$ cat src/rtl/serial_word_loader.sv
// serial_word_loader: assembles an MSB-first bit-serial key into a WIDTH-bit word
// and presents it downstream on a valid/ready handshake, flagging protocol violations on ERR.
module serial_word_loader #(
    parameter int WIDTH = 64,
    parameter int CNT_W = $clog2(WIDTH) + 1
) (
    input  logic             CLK,
    input  logic             R,
    input  logic             START,
    input  logic             BIT_IN,
    input  logic             BIT_VLD,
    output logic [WIDTH-1:0] WORD_OUT,
    output logic             WORD_VLD,
    input  logic             WORD_RDY,
    output logic             BUSY,
    output logic             ERR
);
    localparam logic [1:0] IDLE  = 2'd0;
    localparam logic [1:0] SHIFT = 2'd1;
    localparam logic [1:0] HOLD  = 2'd2;
    localparam logic [CNT_W-1:0] LAST = CNT_W'(WIDTH - 1);

    logic [1:0]       state_q, state_d;
    logic [WIDTH-2:0] sreg_q, sreg_d;
    logic [CNT_W-1:0] cnt_q, cnt_d;
    logic [WIDTH-1:0] word_q, word_d;
    logic             vld_q, vld_d;
    logic             err_q, err_d;
    logic [WIDTH-1:0] shifted;

    // Only WIDTH-1 bits need storing: the final bit goes straight into the output word.
    assign shifted = {sreg_q, BIT_IN};

    always_comb begin
        state_d = state_q;
        sreg_d  = sreg_q;
        cnt_d   = cnt_q;
        word_d  = word_q;
        vld_d   = vld_q;
        err_d   = 1'b0;
        case (state_q)
            IDLE: if (START) begin
                state_d = SHIFT;
                sreg_d  = '0;
                cnt_d   = '0;
            end
            SHIFT: if (START) begin
                sreg_d = '0;
                cnt_d  = '0;
                err_d  = 1'b1;
            end else if (BIT_VLD) begin
                sreg_d = shifted[WIDTH-2:0];
                cnt_d  = (cnt_q == LAST) ? '0 : cnt_q + CNT_W'(1);
                if (cnt_q == LAST) begin
                    state_d = HOLD;
                    word_d  = shifted;
                    vld_d   = 1'b1;
                end
            end
            HOLD: begin
                err_d = BIT_VLD | (START & ~WORD_RDY);
                if (WORD_RDY) begin
                    vld_d   = 1'b0;
                    state_d = START ? SHIFT : IDLE;
                    sreg_d  = '0;
                    cnt_d   = '0;
                end
            end
            default: state_d = IDLE;
        endcase
    end

    always_ff @(posedge CLK or negedge R) begin
        if (!R) begin
            state_q <= IDLE;
            sreg_q  <= '0;
            cnt_q   <= '0;
            word_q  <= '0;
            vld_q   <= 1'b0;
            err_q   <= 1'b0;
        end else begin
            state_q <= state_d;
            sreg_q  <= sreg_d;
            cnt_q   <= cnt_d;
            word_q  <= word_d;
            vld_q   <= vld_d;
            err_q   <= err_d;
        end
    end

    assign WORD_OUT = word_q;
    assign WORD_VLD = vld_q;
    assign BUSY     = (state_q != IDLE);
    assign ERR      = err_q;
endmodule
$ cat config.mk
export PLATFORM = sky130hd
export DESIGN_NAME = serial_word_loader
export DESIGN_NICKNAME = d
export VERILOG_FILES = /design/src/rtl/serial_word_loader.sv
export SDC_FILE = /design/constraint.sdc
export NUM_CORES = 1
export LEC_CHECK = 0
export ABC_AREA = 1
export ABC_CLOCK_PERIOD_IN_PS = 1520
export CAP_MARGIN = 0
export CORE_ASPECT_RATIO = 2
export CORE_MARGIN = 4
export CORE_UTILIZATION = 50
export CTS_BUF_LIST = sky130_fd_sc_hd__clkbuf_8 sky130_fd_sc_hd__clkbuf_16
export CTS_CLUSTER_SIZE = 12
export DETAILED_ROUTE_END_ITERATION = 7
export PLACE_DENSITY = 0.79
export SLEW_MARGIN = 20
export SYNTH_ARGS = -nofsm -noshare
export SYNTH_HDL_FRONTEND = slang
export SYNTH_SLANG_ARGS = --single-unit
$ cat constraint.sdc
create_clock -name CLK -period 1.52 [get_ports CLK]
set_input_delay 0.304 -clock CLK [delete_from_list [all_inputs] [get_ports CLK]]
set_output_delay 0.304 -clock CLK [all_outputs]
set_load 0.05 [all_outputs]
==> impl_metrics.py, run 1 <==
metrics = {
    "status": {
        "status": "complete, but fails checks",
        "violations": "setup timing",
    },
    "timing": {
        "fin_worst_skew_ps": 8.62,
        "finalCritPeriodShare_pct": 110,
        "finalSetupTns_ps": -9910,
        "rsz0062_at_grt": "yes",
        "tightestPinTransition_ps": 412,
        "drv_slew": 0,
        "slew_headroom_pct": 72.6,
        "fin_crit_ps": 1680,
        "setup_ws_ps": -155,
        "hold_viol_final": 0,
        "fmax_mhz": 597,
        "finalSetupViolations": 130,
    },
    "synthesis": {
        "netlist_instances": 580,
        "synth_top_area_share_pct": 59.3,
        "synth_nets": 591,
        "ys_seq_area_share_pct": 59.3,
        "syn_avg_cell_area_um2": 10.0,
        "syn_area_um2": 5820,
        "synth_area_leaders": "dfrtp_1, nand2_1, o21ai_1",
        "yosysWarnings": 0,
        "synth-seq-cells": 138,
        "async_flop_share_pct": 100,
        "synth_cell_type_count": 27,
        "ys.flop_type": "dfrtp_1",
        "yosysTopAreaCell": "dfrtp_1",
        "synth_enable_flop_cells": 0,
    },
    "grt": {
        "grt-ovfl-total": 0,
        "grt_start_max_net_pins": 45,
        "grt_pass1_wl_mm": 24.5,
        "grtUsageTotal_pct": 22.9,
        "antenna_found_initial": 0,
        "grt_pass1_vias": 4856,
    },
    "final_layout": {
        "regArea_um2": 3450,
        "fillerInstances": 620,
        "multiInputGateArea_um2": 1970,
        "final_area_um2": 8660,
        "fin_cells": 843,
        "mostFrequentLayoutCells": "dfrtp_1, o21ai_1, nand2_1",
        "final_core_util_pct": 76.2,
        "n_antenna_cell": 0,
        "drive_gt1_share_pct": 34.0,
        "final_common_cell": "dfrtp_1",
        "nets": 699,
        "syn2layout_area_growth_pct": 48.7,
    },
    "floorplan": {
        "die_width_um": 84.3,
        "die_area_um2": 13500,
        "io_pins": 73,
        "rows": 55,
        "core_area_um2": 11400,
        "start_util_pct": 51.3,
        "die_h_um": 161,
    },
    "critical_path": {
        "crit_arrival_ps": 1370,
        "worst_path_largest_cell_delay_ps": 400,
        "worstPathMaxFanout": 4,
        "crit_type": "reg -> out",
        "cp-end-kind": "primary output",
        "slowest_stage": "dfrtp_1",
        "worstPathRequired_ps": 1220,
        "critPathLaunchType": "flip-flop",
        "worstPathCellList": "inv_2 > ha_4 > buf_6 > inv_4 > buf_12",
    },
    "job": {
        "drv_cap": 0,
    },
    "detailed_routing": {
        "routed_wl_mm": 15.3,
        "wl_per_cell_um": 18.1,
        "routed_via_density": 5.50,
        "vias": 4635,
        "firstDrtPassIters": 5,
        "drc": 0,
        "drtAntennaViolNets": 0,
        "drtIter0Drc": 381,
    },
    "power_and_ir_drop": {
        "ir_drop_v": 0.00178,
        "p_per_area_nw_per_um2": 1500,
        "leakage_nw": 3.73,
    },
    "clocking": {
        "clockBufferDepth": 2,
        "htreeDepth": 4,
        "clk_latency_ps": 410,
        "cts_tree": "built",
        "numCtsBuffers": 17,
        "clk_pin_slew_ps": 60,
        "clock_sinks": 138,
        "root_buffer": "clkbuf_16",
    },
    "placement": {
        "post-dp-hpwl_mm": 9.07,
        "place_ws_ps": -298,
        "gp_congestion": 0.846,
        "placed_area_um2": 7580,
        "io_buffer_count": 72,
        "dp_cells": 795,
    },
    "min_path": {
        "hp-class": "in -> async",
    },
}
==> through the flow <==
step | hold WS, ps | total power [W]
global placement | 238 | 0.00682
global route | 406 | 0.0134
CTS | 374 | 0.0124
floorplan | 8.41 | 0.00605
finish | 371 | 0.0129
detailed placement | 247 | 0.00695
==> logic make-up (layout without fill, tap and decap cells) <==
group / after synthesis / in the layout / share of synthesized area, %
AO/OA/AOI/OAI: 138 / 138 / 14.0
buffers and inverters: 114 / 235 / 9.40
AND/OR/NAND/NOR: 185 / 185 / 16.2
adder cells (fa/ha/maj): 5 / 5 / 1.08
flip-flops: 138 / 138 / 59.3
==> final timing paths <==
| kind | startpoint | to | slack, ps | cells past startpoint |
|---|---|---|---|---|
| max | state_q[1] | BUSY | -160 | 5 |
| min | R | sreg_q[1] | 370 | 2 |
| max reg2reg | state_q[1] | WORD_OUT[39] | -130 | 9 |
| min reg2reg | sreg_q[33] | sreg_q[34] | 520 | 2 |
| max in group asynchronous | R | cnt_q[4] | 570 | 3 |
| min in group CLK | sreg_q[33] | sreg_q[34] | 520 | 2 |
==> Yosys cell counts, types with 2 or more instances <==
library cell / n
buf_12: 3
buf_2: 23
buf_4: 6
dfrtp_1: 138
ha_1: 5
inv_1: 76
inv_2: 2
nand2_1: 90
nand2_2: 2
nand3_1: 45
nand3_2: 26
nand4_1: 4
nor2_1: 14
o21ai_0: 39
o21ai_1: 65
o21ai_2: 30
or2_2: 2
==> sequential cells by signal (all words and copies together), names as in the netlist <==
register  cells
WORD_OUT     64
ERR           1
WORD_VLD      1
sreg_q       63
state_q       2
cnt_q         7
==> repair_timing <==
| action | CTS | global route |
|---|---|---|
| setup buffers | 7 | 2 |
| hold buffers | 1 | 0 |
| pin swaps | 3 | 3 |
| gates cloned | 4 | 3 |
| endpoints found under the setup margin | 126 | 138 |
| endpoints found under the hold margin | 37 | 0 |
| resized for setup | 39 | 37 |
==> layer usage <==
layer	global-route usage, %	up-vias	part of all wire [%]
li1	-	2115	-
met1	25.0	2279	35
met2	41.4	183	57
met3	4.67	58	4.1
met4	10.9	0	3.8
met5	0	-	0
==> report_power, final <==
part / leakage [nW] / switching, W / internal [W]
logic: 1.49 / 0.00265 / 0.00200
registers: 1.92 / 0.0000746 / 0.00376
clock network: 0.319 / 0.00154 / 0.00292
total: 3.73 / 0.00426 / 0.00868
==> area by class of cell <==
| class | instances | share of cell area [%] |
|---|---|---|
| Inverter | 80 | 3.73 |
| Clock buffer | 21 | 5.55 |
| Multi-Input combinational cell | 328 | 22.7 |
| Sequential cell | 138 | 39.9 |
| Clock inverter | 11 | 1.91 |
| Tap cell | 142 | 2.05 |
| Timing Repair Buffer | 122 | 24.0 |
| Timing Repair inverter | 1 | 0.130 |
==> worst max-delay path, delay by kind of cell, from the launching register on <==
family / cells / cell delay (ps)
flops: 1 / 400
buf+inv: 4 / 390
fa+ha+maj: 1 / 170
Power figures use the tool's default switching activity.
==> run 2: changes to the inputs <==
CORE_ASPECT_RATIO = 1.1   (was 2)
CTS_CLUSTER_SIZE = 8   (was 12)
==> run 2 against run 1 <==
The run still ends with setup timing left; clock skew grew 0.97 ps; first-iteration DRC count grew 60%; clock-buffer cell count shrank 2; critical path depth grew 5; setup slack lost 100 ps; global-route usage grew 9.0 points; utilization grew 15 points.
==> impl_metrics.py, run 2 (synthesized netlist as in run 1, its figures left out) <==
metrics = {
    "power_and_ir_drop": {
        "leakage_nw": 4.35,
        "comb_power_share_pct": 47.7,
        "power.switching_w": 0.00584,
        "internal_power_w": 0.00967,
        "clkPwrFrac_pct": 27.4,
        "swShare_pct": 37.6,
        "power_w": 0.0155,
        "ir_drop_v": 0.00167,
        "p_per_area_nw_per_um2": 1480,
        "pwr-share-seq_pct": 24.8,
    },
    "clocking": {
        "root_buffer": "clkbuf_16",
        "clock_sinks": 138,
        "clk_pin_slew_ps": 60,
        "htreeDepth": 4,
        "numCtsBuffers": 17,
        "clk_latency_ps": 430,
        "cts_tree": "built",
        "clockBufferDepth": 2,
    },
    "critical_path": {
        "crit_type": "reg -> reg",
        "cp-end-kind": "flip-flop",
        "worstPathMaxFanout": 7,
        "worst_path_largest_cell_delay_ps": 410,
        "crit_arrival_ps": 2080,
        "slowest_stage": "dfrtp_1",
        "critPathLaunchType": "flip-flop",
        "worstPathCellList": "inv_2 > ha_4 > inv_4 > nor2_4 > nand4_1 > buf_6 > buf_12 > buf_16 > nand2_1 > o21ai_1",
        "worstPathRequired_ps": 1820,
    },
    "timing": {
        "slew_headroom_pct": 66.3,
        "rsz0062_at_grt": "yes",
        "fmax_mhz": 562,
        "setup_ws_ps": -260,
        "tightestPinTransition_ps": 506,
        "finalCritPeriodShare_pct": 117,
        "fin_worst_skew_ps": 9.59,
        "drv_slew": 0,
        "hold_viol_final": 0,
        "finalSetupViolations": 137,
        "finalSetupTns_ps": -25330,
        "fin_crit_ps": 1780,
    },
    "placement": {
        "gp_congestion": 0.799,
        "post-dp-hpwl_mm": 8.34,
        "dp_cells": 797,
        "io_buffer_count": 72,
    },
    "detailed_routing": {
        "wl_per_cell_um": 29.9,
        "firstDrtPassIters": 5,
        "drtIter0Drc": 608,
        "drc": 0,
        "routed_via_density": 6.43,
        "drtAntennaViolNets": 0,
        "routed_wl_mm": 26.5,
        "vias": 5694,
    },
    "status": {
        "violations": "setup timing",
        "status": "complete, but fails checks",
    },
    "final_layout": {
        "fin_cells": 885,
        "final_common_cell": "dfrtp_1",
        "n_antenna_cell": 0,
        "final_core_util_pct": 91.4,
        "drive_gt1_share_pct": 60.1,
        "nets": 734,
        "mostFrequentLayoutCells": "dfrtp_1, o21ai_2, buf_12",
        "fillerInstances": 343,
        "largest_reg_flops": 64,
        "syn2layout_area_growth_pct": 79.7,
    },
    "grt": {
        "antenna_found_initial": 0,
        "grt_pass1_vias": 5597,
        "grtUsageTotal_pct": 31.8,
        "grt_pass1_wl_mm": 32.8,
        "grt-ovfl-total": 0,
        "grt_start_max_net_pins": 47,
    },
    "floorplan": {
        "die_h_um": 121,
        "start_util_pct": 50.9,
        "io_pins": 73,
        "die_width_um": 111,
        "rows": 41,
        "die_area_um2": 13400,
        "core_area_um2": 11400,
    },
    "job": {
        "drv_cap": 0,
    },
    "min_path": {
        "hp-class": "in -> async",
    },
}
## run 2: changes by cell type in the layout (fill, tap and decap cells not counted), moves of 3 or more
cell | before | now
nand3_4 | 3 | 25
buf_8 | 0 | 6
o21ai_1 | 91 | 24
nand2_1 | 88 | 21
nor2_2 | 4 | 1
nand2_4 | 0 | 40
clkbuf_16 | 20 | 25
o21ai_2 | 30 | 99
nand2_2 | 4 | 32
buf_16 | 4 | 26
o21ai_0 | 11 | 4
o21ai_4 | 2 | 7
nand3_1 | 38 | 10
nand3_2 | 30 | 36
## run 2: metal layers
metal  global-route usage, %  routed length, um  up-vias  part of all wire, %
li1                        -                  -     2211                    -
met1                    37.7               9220     2871                   35
met2                    55.5              13300      467                   50
met3                    7.63               2280      145                  8.6
met4                    13.6               1650        0                  6.2
met5                       0                  0        -                    0
## run 2: through the flow
step / cell area, um^2 / worst slack [ps] / hold slack [ps]
2_1_floorplan: 5830 / -44.5 / 8.41
6_report: 10500 / -260 / 401
4_1_cts: 9530 / -147 / 419
3_5_place_dp: 7530 / -344 / 283
3_3_place_gp: 7530 / -258 / 275
5_1_grt: 10500 / -338 / 433
## run 2: worst paths after layout
| kind | from | to | slack [ps] | cells after the start |
|---|---|---|---|---|
| min | R | WORD_OUT[39] | 400 | 2 |
| min reg2reg | sreg_q[59] | sreg_q[60] | 530 | 2 |
| max reg2reg | state_q[1] | WORD_OUT[33] | -260 | 10 |
| max in group asynchronous | R | sreg_q[0] | 550 | 3 |
| max | state_q[1] | WORD_OUT[33] | -260 | 10 |
| min in group CLK | sreg_q[59] | sreg_q[60] | 530 | 2 |
## run 2: what timing repair did
action / CTS / global route
pin swaps: 11 / 11
endpoints found under the setup margin: 130 / 138
hold buffers: 1 / 0
buffers inserted: 21 / 4
cloned: 26 / 8
gates resized for setup: 202 / 163
endpoints found under the hold margin: 42 / 0
## run 2: power by group through the flow
stage | Combinational [W] | Sequential (W) | Clock, W
floorplan | 0.00208 | 0.00397 | 0
global placement | 0.00293 | 0.00390 | 0
detailed placement | 0.00300 | 0.00390 | 0
CTS | 0.00589 | 0.00383 | 0.00403
global route | 0.00752 | 0.00385 | 0.00441
finish | 0.00740 | 0.00385 | 0.00425
## run 2: worst max-delay path, delay by kind of cell (launching register included)
family	cells	cell delay, ps
AOI/OAI and AO/OA	1	90
adders and majority gates	1	170
buffers and inverters	5	680
DFF	1	410
and+or+nand+nor	3	310
## run 2: cell type report
cell class	count	area, um^2	area share (%)
Inverter	80	318	3.04
Timing Repair Buffer	157	2940	28.1
Clock inverter	12	125	1.20
Tap cell	150	188	1.79
Sequential cell	138	3450	33.0
Multi-Input combinational cell	328	2970	28.4
Clock buffer	19	453	4.33
Timing Repair inverter	1	11.3	0.108
